**config.mk**
```make
export PLATFORM = sky130hd
export DESIGN_NAME = ballot_input
export DESIGN_NICKNAME = d
export VERILOG_FILES = /design/src/rtl/ballot_input.sv
export SDC_FILE = /design/constraint.sdc
export NUM_CORES = 1
export LEC_CHECK = 0
export BUFFER_PORTS_ARGS = -buffer_cell sky130_fd_sc_hd__buf_2
export CORE_UTILIZATION = 30
export CTS_CLUSTER_DIAMETER = 100
export CTS_CLUSTER_SIZE = 16
export DETAILED_ROUTE_END_ITERATION = 8
export GPL_TIMING_DRIVEN = 0
export SLEW_MARGIN = 40
export SYNTH_ARGS = -nofsm -noshare
export SYNTH_HDL_FRONTEND = slang
export SYNTH_SLANG_ARGS = --single-unit
```
**constraint.sdc**
```tcl
create_clock -name clk -period 1.9 [get_ports clk]
set_input_delay 0.38 -clock clk [delete_from_list [all_inputs] [get_ports clk]]
set_output_delay 0.38 -clock clk [all_outputs]
set_load 0.02 [all_outputs]
```
**src/rtl/ballot_input.sv**
```systemverilog
// Ballot capture: synchronise and debounce three active-low buttons, then issue one
// active-low vote strobe per armed voter. Optional ARMED timeout under BALLOT_TIMEOUT_EN.
module ballot_input #(
  parameter int DEB_CYCLES     = 4,
  parameter int LOCK_CYCLES    = 8,
  parameter int TIMEOUT_CYCLES = 1000
) (
  input  logic       clk,
  input  logic       rst,
  input  logic       btn_a_n,
  input  logic       btn_b_n,
  input  logic       btn_c_n,
  input  logic       voter_ok,
  output logic       a,
  output logic       b,
  output logic       c,
  output logic       armed,
  output logic       busy,
  output logic       err_multi,
  output logic [6:0] vote_cnt,
  output logic       timeout,
  output logic [1:0] state_dbg
);

  typedef enum logic [1:0] {IDLE, ARMED, ISSUE, HOLD} state_t;

  localparam logic [7:0] DEB_LAST  = 8'(DEB_CYCLES - 1);
  localparam logic [7:0] LOCK_LAST = 8'(LOCK_CYCLES - 1);

  if (DEB_CYCLES < 2 || DEB_CYCLES > 255 || LOCK_CYCLES < 1 || LOCK_CYCLES > 255 ||
      TIMEOUT_CYCLES < 1) begin : g_bad_param
    $error("ballot_input: parameter out of legal range");
  end

  state_t     state;
  logic [2:0] raw, sync1, sync2, db, db_d, press;
  logic [7:0] deb_cnt [3];
  logic [7:0] lock_cnt;
  logic [1:0] n_high;
  logic       multi, single, need_release;

  // bit 0 = a, bit 1 = b, bit 2 = c; 1 = pressed from here on
  assign raw    = ~{btn_c_n, btn_b_n, btn_a_n};
  assign press  = db & ~db_d;
  assign n_high = {1'b0, db[0]} + {1'b0, db[1]} + {1'b0, db[2]};
  assign multi  = (press != 3'b000) && (n_high >= 2'd2);
  assign single = (press != 3'b000) && (n_high == 2'd1);
  assign state_dbg = state;

  always_ff @(posedge clk) begin
    if (rst) begin
      sync1 <= '0;
      sync2 <= '0;
      db    <= '0;
      db_d  <= '0;
      for (int i = 0; i < 3; i++) deb_cnt[i] <= '0;
    end else begin
      sync1 <= raw;
      sync2 <= sync1;
      db_d  <= db;
      // Level flips only after DEB_CYCLES consecutive disagreeing samples
      for (int i = 0; i < 3; i++) begin
        if (sync2[i] == db[i]) begin
          deb_cnt[i] <= '0;
        end else if (deb_cnt[i] == DEB_LAST) begin
          deb_cnt[i] <= '0;
          db[i]      <= ~db[i];
        end else begin
          deb_cnt[i] <= deb_cnt[i] + 8'd1;
        end
      end
    end
  end

`ifdef BALLOT_TIMEOUT_EN
  localparam int DW = $clog2(TIMEOUT_CYCLES + 1);
  localparam logic [DW-1:0] DWELL_LAST = DW'(TIMEOUT_CYCLES - 1);
  logic [DW-1:0] dwell;
`else
  assign timeout = 1'b0;
`endif

  always_ff @(posedge clk) begin
    if (rst) begin
      state        <= IDLE;
      a            <= 1'b1;
      b            <= 1'b1;
      c            <= 1'b1;
      armed        <= 1'b0;
      busy         <= 1'b0;
      err_multi    <= 1'b0;
      vote_cnt     <= '0;
      need_release <= 1'b0;
      lock_cnt     <= '0;
`ifdef BALLOT_TIMEOUT_EN
      timeout      <= 1'b0;
      dwell        <= '0;
`endif
    end else begin
      a         <= 1'b1;
      b         <= 1'b1;
      c         <= 1'b1;
      err_multi <= 1'b0;
`ifdef BALLOT_TIMEOUT_EN
      timeout   <= 1'b0;
`endif
      case (state)
        IDLE: begin
          if (voter_ok && db == 3'b000) begin
            state        <= ARMED;
            armed        <= 1'b1;
            need_release <= 1'b0;
`ifdef BALLOT_TIMEOUT_EN
            dwell        <= '0;
`endif
          end
        end
        ARMED: begin
`ifdef BALLOT_TIMEOUT_EN
          dwell <= dwell + 1'b1;
          if (dwell == DWELL_LAST) begin
            state   <= IDLE;
            armed   <= 1'b0;
            timeout <= 1'b1;
          end else
`endif
          if (multi) begin
            err_multi    <= 1'b1;
            need_release <= 1'b1;
          end else if (single && !need_release) begin
            state <= ISSUE;
            armed <= 1'b0;
            busy  <= 1'b1;
            {c, b, a} <= ~press;
            if (vote_cnt != 7'd127) vote_cnt <= vote_cnt + 7'd1;
          end else if (db == 3'b000) begin
            need_release <= 1'b0;
          end
        end
        ISSUE: begin
          state    <= HOLD;
          lock_cnt <= '0;
        end
        HOLD: begin
          // Hold-off counts only fully released cycles; any press restarts it
          if (db != 3'b000) begin
            lock_cnt <= '0;
          end else if (lock_cnt == LOCK_LAST) begin
            state <= IDLE;
            busy  <= 1'b0;
          end else begin
            lock_cnt <= lock_cnt + 8'd1;
          end
        end
        default: state <= IDLE;
      endcase
    end
  end

endmodule

```
Word-level counts from Yosys, hierarchy flattened --
Memories as Yosys holds them, arrays and structs flattened. Index checks and enable logic that the tools add are counted.
Storage, ports and cells: output and inout port bits 16, memory bits (writable) 24, flip-flop bits (word level) 36, memories kept 1, logic and storage cells 158
Memory list:
- deb_cnt | words 3, bits a word 8, rd ports 3, clocked after memory_dff 0, wr ports 3, RTL line 37 | logic [7:0] deb_cnt [3];
Operators by class: equality and inequality tests 20, bitwise operators 22, muxes and demuxes 68, add/sub/neg operators 7, reductions and logical operators 23, order comparisons 1
Operator list (count):
- $mux 8 | 11
- $mux 1 | 47
- $add 8x1->8 const B | 4
- $eq 8x2->1 const B | 3
- $pmux 8 s2 | 1
- $reduce_and 4->1 | 3
- $mux 2 | 5
- $ne 2x2->1 const B | 5
- $reduce_and 5->1 | 2
- $ne 3x3->1 const B | 3
- $not 1->1 | 9
- $not 3->3 | 3
- $or 1x1->1 | 9
- $eq 8x3->1 const B | 1
- $pmux 2 s4 | 1
- $reduce_and 2->1 | 4
- $add 7x1->7 const B | 1
- $ne 7x7->1 const B | 1
- $pmux 1 s2 | 3
- $reduce_bool 2->1 | 3
- $reduce_bool 3->1 | 2
- $eq 2x1->1 const B | 2
- $eq 2x2->1 const B | 2
- $logic_and 1x1->1 | 4
- other kinds (10) | 12

Longest topological paths before layout --
Gate-level depths: netlist (run 1).
depth in word-level cells 8, mapped depth 7, mapped depth without buffers 6

Worst setup path before layout (run 1) --
Ideal clock, no wire load.
path kind flip-flop to flip-flop, start register db[0], end register vote_cnt[4], required time 1.829 ns, setup slack -0.077 ns, stages on the path, launching flop included 6, clock period less this slack 1.977 ns, arrival 1.906 ns, buffers on the path 0, path through dfxtp_1 -> fa_1 -> nor3b_2 -> o311ai_4 -> or4_1 -> a21oi_1
Between the ends: cells in the longest elaborated chain, start to end 6, elaborated cells between the ends (all ways) 11
Ends and longest elaborated chain:
- from (decl) | RTL line 36 | logic [2:0] raw, sync1, sync2, db, db_d, press;
- from (signal, indexed assignment) | RTL line 67 | db[i] <= ~db[i];
- $add 1x1->2 | RTL line 45 | assign n_high = {1'b0, db[0]} + {1'b0, db[1]} + {1'b0, db[2]};
- $add 2x1->2 | RTL line 45
- $ge 2x2->1 / $eq 2x1->1 (equally long branches) | RTL line 46, 47
- $logic_and 1x1->1, on equally long branches | RTL line 46, 47
- $not 1->1 (no line) / $logic_and 1x1->1 (equally long branches)
- $reduce_and 4->1 (no line) (*)
- to (signal assigned) | RTL line 135 | if (vote_cnt != 7'd127) vote_cnt <= vote_cnt + 7'd1;
- to (decl) | RTL line 20 | output logic [6:0] vote_cnt,
Every way passes the cells marked *; elsewhere a longest branch is shown, timed or not. A chain may end at the register's enable or synchronous reset.

Worst setup path in the final report (run 1) --
start register db[0], end register vote_cnt[5]
Same word-level chain as after synthesis.

==> results of run 1 <==
-- Yosys cell counts (2+ instances only) --
master,instances
and4_1,3
or3_1,5
nand3_1,24
o21ai_0,2
conb_1,2
inv_1,8
nor2_1,37
nand2_1,14
and2b_2,2
ha_1,9
xnor2_1,7
o31ai_1,3
o21ai_1,5
or4_1,2
clkbuf_1,6
o41ai_1,2
xor2_1,18
or4b_4,2
nor4_1,3
nor3b_1,3
dfxtp_1,36
and2_1,2
a21oi_1,10
nor4b_1,2
and3_1,10
a41o_1,2
edfxtp_1,24
mux2i_1,5
nand4_1,3
nor2b_1,6
-- final cells by class --
type	count	area [um^2]
fillers	962	5780
multi-input cells	226	1520
flip-flops and latches	60	1450
well taps	129	161
repair buffers	25	141
clock buffers	11	131
plain buffers	6	33.8
inverters	8	30.0
clock inverters	5	28.8
-- routing by layer --
metal	track usage	share of wire	wire length, um
met1	0.145	0.49	2580
met2	0.184	0.45	2390
met3	0.0383	0.039	206
met5	0	0	0
met4	0.0588	0.020	105
-- sequential cells by signal (all words and copies together) (netlist names), 2 cells and up --
| signal | count |
|---|---|
| db | 3 |
| deb_cnt | 24 |
| lock_cnt | 8 |
| state_dbg | 2 |
| sync1 | 3 |
| db_d | 3 |
| sync2 | 3 |
| vote_cnt | 7 |
-- worst min-delay path by stage --
stage                   from  slack [ns]  depth (start not counted)  endpoint
global route         btn_c_n        0.19                          2  sync1[2]
finish               btn_c_n        0.19                          2  sync1[2]
global placement    sync1[0]        0.43                          1  sync2[0]
detailed placement  sync1[1]        0.43                          1  sync2[1]
CTS                  btn_c_n        0.18                          2  sync1[2]
floorplan           sync1[0]        0.41                          1  sync2[0]
-- logic make-up after synthesis --
group / synth area share
xor gates and xnor gates: 0.0761
DFF: 0.501
and+or+nand+nor: 0.235
buffers and inverters: 0.0226
AOI/OAI and AO/OA: 0.0995
muxes: 0.0174
adders and majority gates: 0.0461
other: 0.00261
-- metrics by stage --
step           instance area (um^2)  hold WS, ns
6_report                       3500        0.189
5_1_grt                        3500        0.186
4_1_cts                        3440        0.182
3_5_place_dp                   3230        0.431
3_3_place_gp                   3230        0.425
2_1_floorplan                  2970        0.414
-- worst max-delay path, cell delays in order, from the launching register on --
cell,delay [ns]
dfxtp_4,0.35
fa_1,0.53
nor3b_4,0.23
o311ai_4,0.16
or4_1,0.50
a21oi_1,0.13
-- power breakdown --
| group | internal (mW) | switching (mW) | total (mW) |
|---|---|---|---|
| logic | 0.173 | 0.261 | 0.435 |
| clock network | 0.467 | 0.491 | 0.958 |
| registers | 1.40 | 0.0697 | 1.47 |
| total | 2.04 | 0.822 | 2.87 |
-- what timing repair did --
action | CTS | global route
gates cloned | 0 | 0
resized for setup | 6 | 14
buffers inserted | 3 | 2
pin swaps | 8 | 5
endpoints found under the setup margin | 10 | 16
==> metrics.txt, run 1 <==
status finished with violations; violations in the final reports negative setup slack; GRT Overall Usage 0.117; CTS tree done; R2R Path Start db[0]; # rows 35; Synth Flop Type dfxtp_1; Inserted Diodes 0; Detail Placement HPWL 3800 um; Max Clk Rate 507 MHz; die width 100 um; synth top area cells dfxtp_1 25%, edfxtp_1 25%, xor2_1 5.5%; cell accounting for the most synthesized area dfxtp_1; startpoint class of the critical path flip-flop; Initial Util 0.310; pin count of the biggest net entering global routing 12; Overall Power 2.87 mW; non-filler cells, final 470; Worst Path Max Fanout 4; Avg WL per Cell 11.2 um; IO Pins 22; post-synth cell types 52; EDFF count, synth 24; post-synthesis instance total 279; DRT Wirelength 5280 um; Tightest Pin Transition 0.610 ns; setup TNS -0.226 ns; worst r2r path cells 5; TritonCTS buffer count 9; core region area 9280 um^2; HP Class in2reg; sequential share of the synthesized area 0.501; worst setup path start db[0]; worst setup margin -0.0732 ns; Worst R2R End vote_cnt[5]; Crit path required time 2.17 ns; Clock transition at path regs 0.07 ns; Seq cells post-synth 60; post-layout util 0.377; share of layout cells above drive strength 1 0.191; asr flop ratio synth 0; cts hold-fix bufs 0; most common cell after layout, fill and taps aside nor2_1; worst slack, placed -0.162 ns; nets@finish 352; Final ANT Viol Nets 0; Max Clock Skew 0.0138 ns; Tmin final 1.97 ns; vias in the first global route 2051; Clk Latency, worst-skew pair 0.34 ns; RSZ-0062 raised after global routing yes; mapped cell area 2880 um^2; clk buf depth 2; Critical Path End Type flip-flop; flop2flop setup slack -0.07 ns; leakage 1.35 nW; drt initial violations 103; GPL Wtd Cong 0.773; initial antenna violation count 0; clock sinks 60; most frequent cells in the layout 37 x nor2_1, 30 x dfxtp_1, 25 x conb_1, 24 x nand3_1, 24 x edfxtp_1; Max VDD drop 0.294 mV; Die Area 9990 um^2; Vias/cell 4.59; setup violators final 6; Avg Cell Area, Syn 10.3 um^2; Synth top area share 0.250; H-tree depth reported by CTS 3; PortBufs 20; global-route wire length before repair 9130 um; Setup crit end vote_cnt[5]; Synthesis Warnings 0; final hold vios 0; via count 2155; worst rel slew slack 0.588; Inst Count DP 451; Root Driver clkbuf_8; DRT Pass-1 Iters 4; Synth-to-Final Area Change 21.6%; # DRC 0; critical path arrival 2.24 ns; final critical-path share of the clock period 1.04; Max Slew Vio Count 0; Die H 100 um; total grt overflow 0; WS Path Type reg2reg; PD cells 818 nW/um^2; MaxCap Viol Count 0
(Power assumes the default switching activity.)
==> run 2, diff against run 1 <==
==> constraint.sdc (replaced) <==
create_clock -name clk -period 2.5 [get_ports clk]
set_input_delay 0.5 -clock clk [delete_from_list [all_inputs] [get_ports clk]]
set_output_delay 0.5 -clock clk [all_outputs]
set_load 0.02 [all_outputs]
==> metrics.txt, run 2 (same netlist as run 1, synthesis figures left out) <==
status completed; Gate power share 0.138; Final ANT Viol Nets 0; Largest Register deb_cnt; nets@finish 349; share of layout cells above drive strength 1 0.136; most common cell after layout, fill and taps aside nor2_1; Vias/cell 4.46; WS Path Type reg2reg; fill count 989; Max VDD drop 0.749 mV; startpoint class of the critical path flip-flop; leakage 1.34 nW; Avg WL per Cell 11.0 um; Detail Placement HPWL 3640 um; Area after DPL 3230 um^2; hold_ws 0.307 ns; clock share of power 0.400; Initial Util 0.310; Max Clk Rate 460 MHz; H-tree depth reported by CTS 3; clock sinks 60; R2R Path Start db[0]; CTS tree done; setup TNS 0 ns; PortBufs 20; Max Clock Skew 0.00960 ns; TritonCTS buffer count 9; HP Class in2reg; Die H 100 um; post-route cell area 3440 um^2; via count 2083; initial antenna violation count 0; setup violators final 0; global-route wire length before repair 8780 um; RSZ-0062 raised after global routing no; core region area 9280 um^2; post_cts resized 0; # Post-CTS Setup Buffers 0; Root Driver clkbuf_8; worst rel slew slack 0.607; DRT Wirelength 5160 um; cts hold-fix bufs 0; final hold vios 0; hold_sp btn_c_n; most frequent cells in the layout 37 x nor2_1, 36 x dfxtp_1, 25 x conb_1, 24 x nand3_1, 24 x edfxtp_1; Max Slew Vio Count 0; Die Area 9990 um^2; die width 100 um; # rows 35; total grt overflow 0; Worst Path Max Fanout 10; PD cells 700 nW/um^2; drt initial violations 75; Crit path required time 2.71 ns; # DRC 0; MaxCap Viol Count 0; Overall Power 2.41 mW; vias in the first global route 1888; net switching power 0.626 mW; worst r2r path cells 6; Synth-to-Final Area Change 19.6%; pin count of the biggest net entering global routing 11; Tmin final 2.17 ns; clk buf depth 2; switching part of the total 0.260; Inserted Diodes 0; IO Pins 22; GRT Overall Usage 0.113; critical path arrival 2.38 ns; GPL Wtd Cong 0.760; worst setup path start db[0]; Tightest Pin Transition 0.581 ns; DRT Pass-1 Iters 4; Clk Latency, worst-skew pair 0.34 ns; Int Pwr 1.79 mW; Clock transition at path regs 0.07 ns; biggest regs deb_cnt: 24 flops, lock_cnt: 8 flops, vote_cnt: 7 flops; post-layout util 0.371; sequential share of power 0.462; Hold Crit Depth 2; Critical Path End Type flip-flop; final critical-path share of the clock period 0.870; max reg flops 24
[run 2: worst paths after layout]
| kind | endpoint | slack, ns |
|---|---|---|
| worst max-delay path | vote_cnt[2] | 0.33 |
| worst min-delay path | sync1[2] | 0.31 |
| worst max register to register | vote_cnt[2] | 0.33 |
| worst min register to register | sync2[2] | 0.45 |
[run 2: power by group through the flow]
stage | logic, mW | clock network [mW] | registers, mW
2_1_floorplan | 0.236 | 0 | 1.15
3_3_place_gp | 0.327 | 0 | 1.13
3_5_place_dp | 0.331 | 0 | 1.14
4_1_cts | 0.334 | 0.997 | 1.12
5_1_grt | 0.376 | 1.04 | 1.12
6_report | 0.332 | 0.965 | 1.11
[run 2: final cells by class]
| class | count | area (um^2) | share of cell area |
|---|---|---|---|
| multi-input combinational | 226 | 1460 | 0.424 |
| sequential | 60 | 1440 | 0.418 |
| tap | 129 | 161 | 0.0469 |
| clock buffer | 12 | 145 | 0.0421 |
| timing repair buffer | 20 | 100 | 0.0291 |
| clock inverter | 4 | 72.6 | 0.0211 |
| buffer | 8 | 35.0 | 0.0102 |
| inverter | 8 | 30.0 | 0.00872 |
[run 2: worst max-delay path, cell delays in order (launching register included)]
cell      delay, ns
dfxtp_1        0.41
fa_1           0.56
nor3b_2        0.26
o311ai_4       0.18
buf_2          0.23
o311ai_1       0.29
o41ai_1        0.11
[run 2: layer usage]
| layer | GRT usage | vias up | wire length [um] |
|---|---|---|---|
| li1 | - | 1089 | - |
| met1 | 0.151 | 958 | 2660 |
| met2 | 0.167 | 28 | 2230 |
| met3 | 0.0230 | 8 | 162 |
| met4 | 0.0713 | 0 | 102 |
| met5 | 0 | - | 0 |
[run 2: per-stage QoR]
| stage | worst slack (ns) | std cells |
|---|---|---|
| 4_1_cts | 0.314 | 467 |
| 6_report | 0.325 | 467 |
| 3_3_place_gp | 0.390 | 451 |
| 5_1_grt | 0.156 | 467 |
| 2_1_floorplan | 0.523 | 302 |
| 3_5_place_dp | 0.339 | 451 |
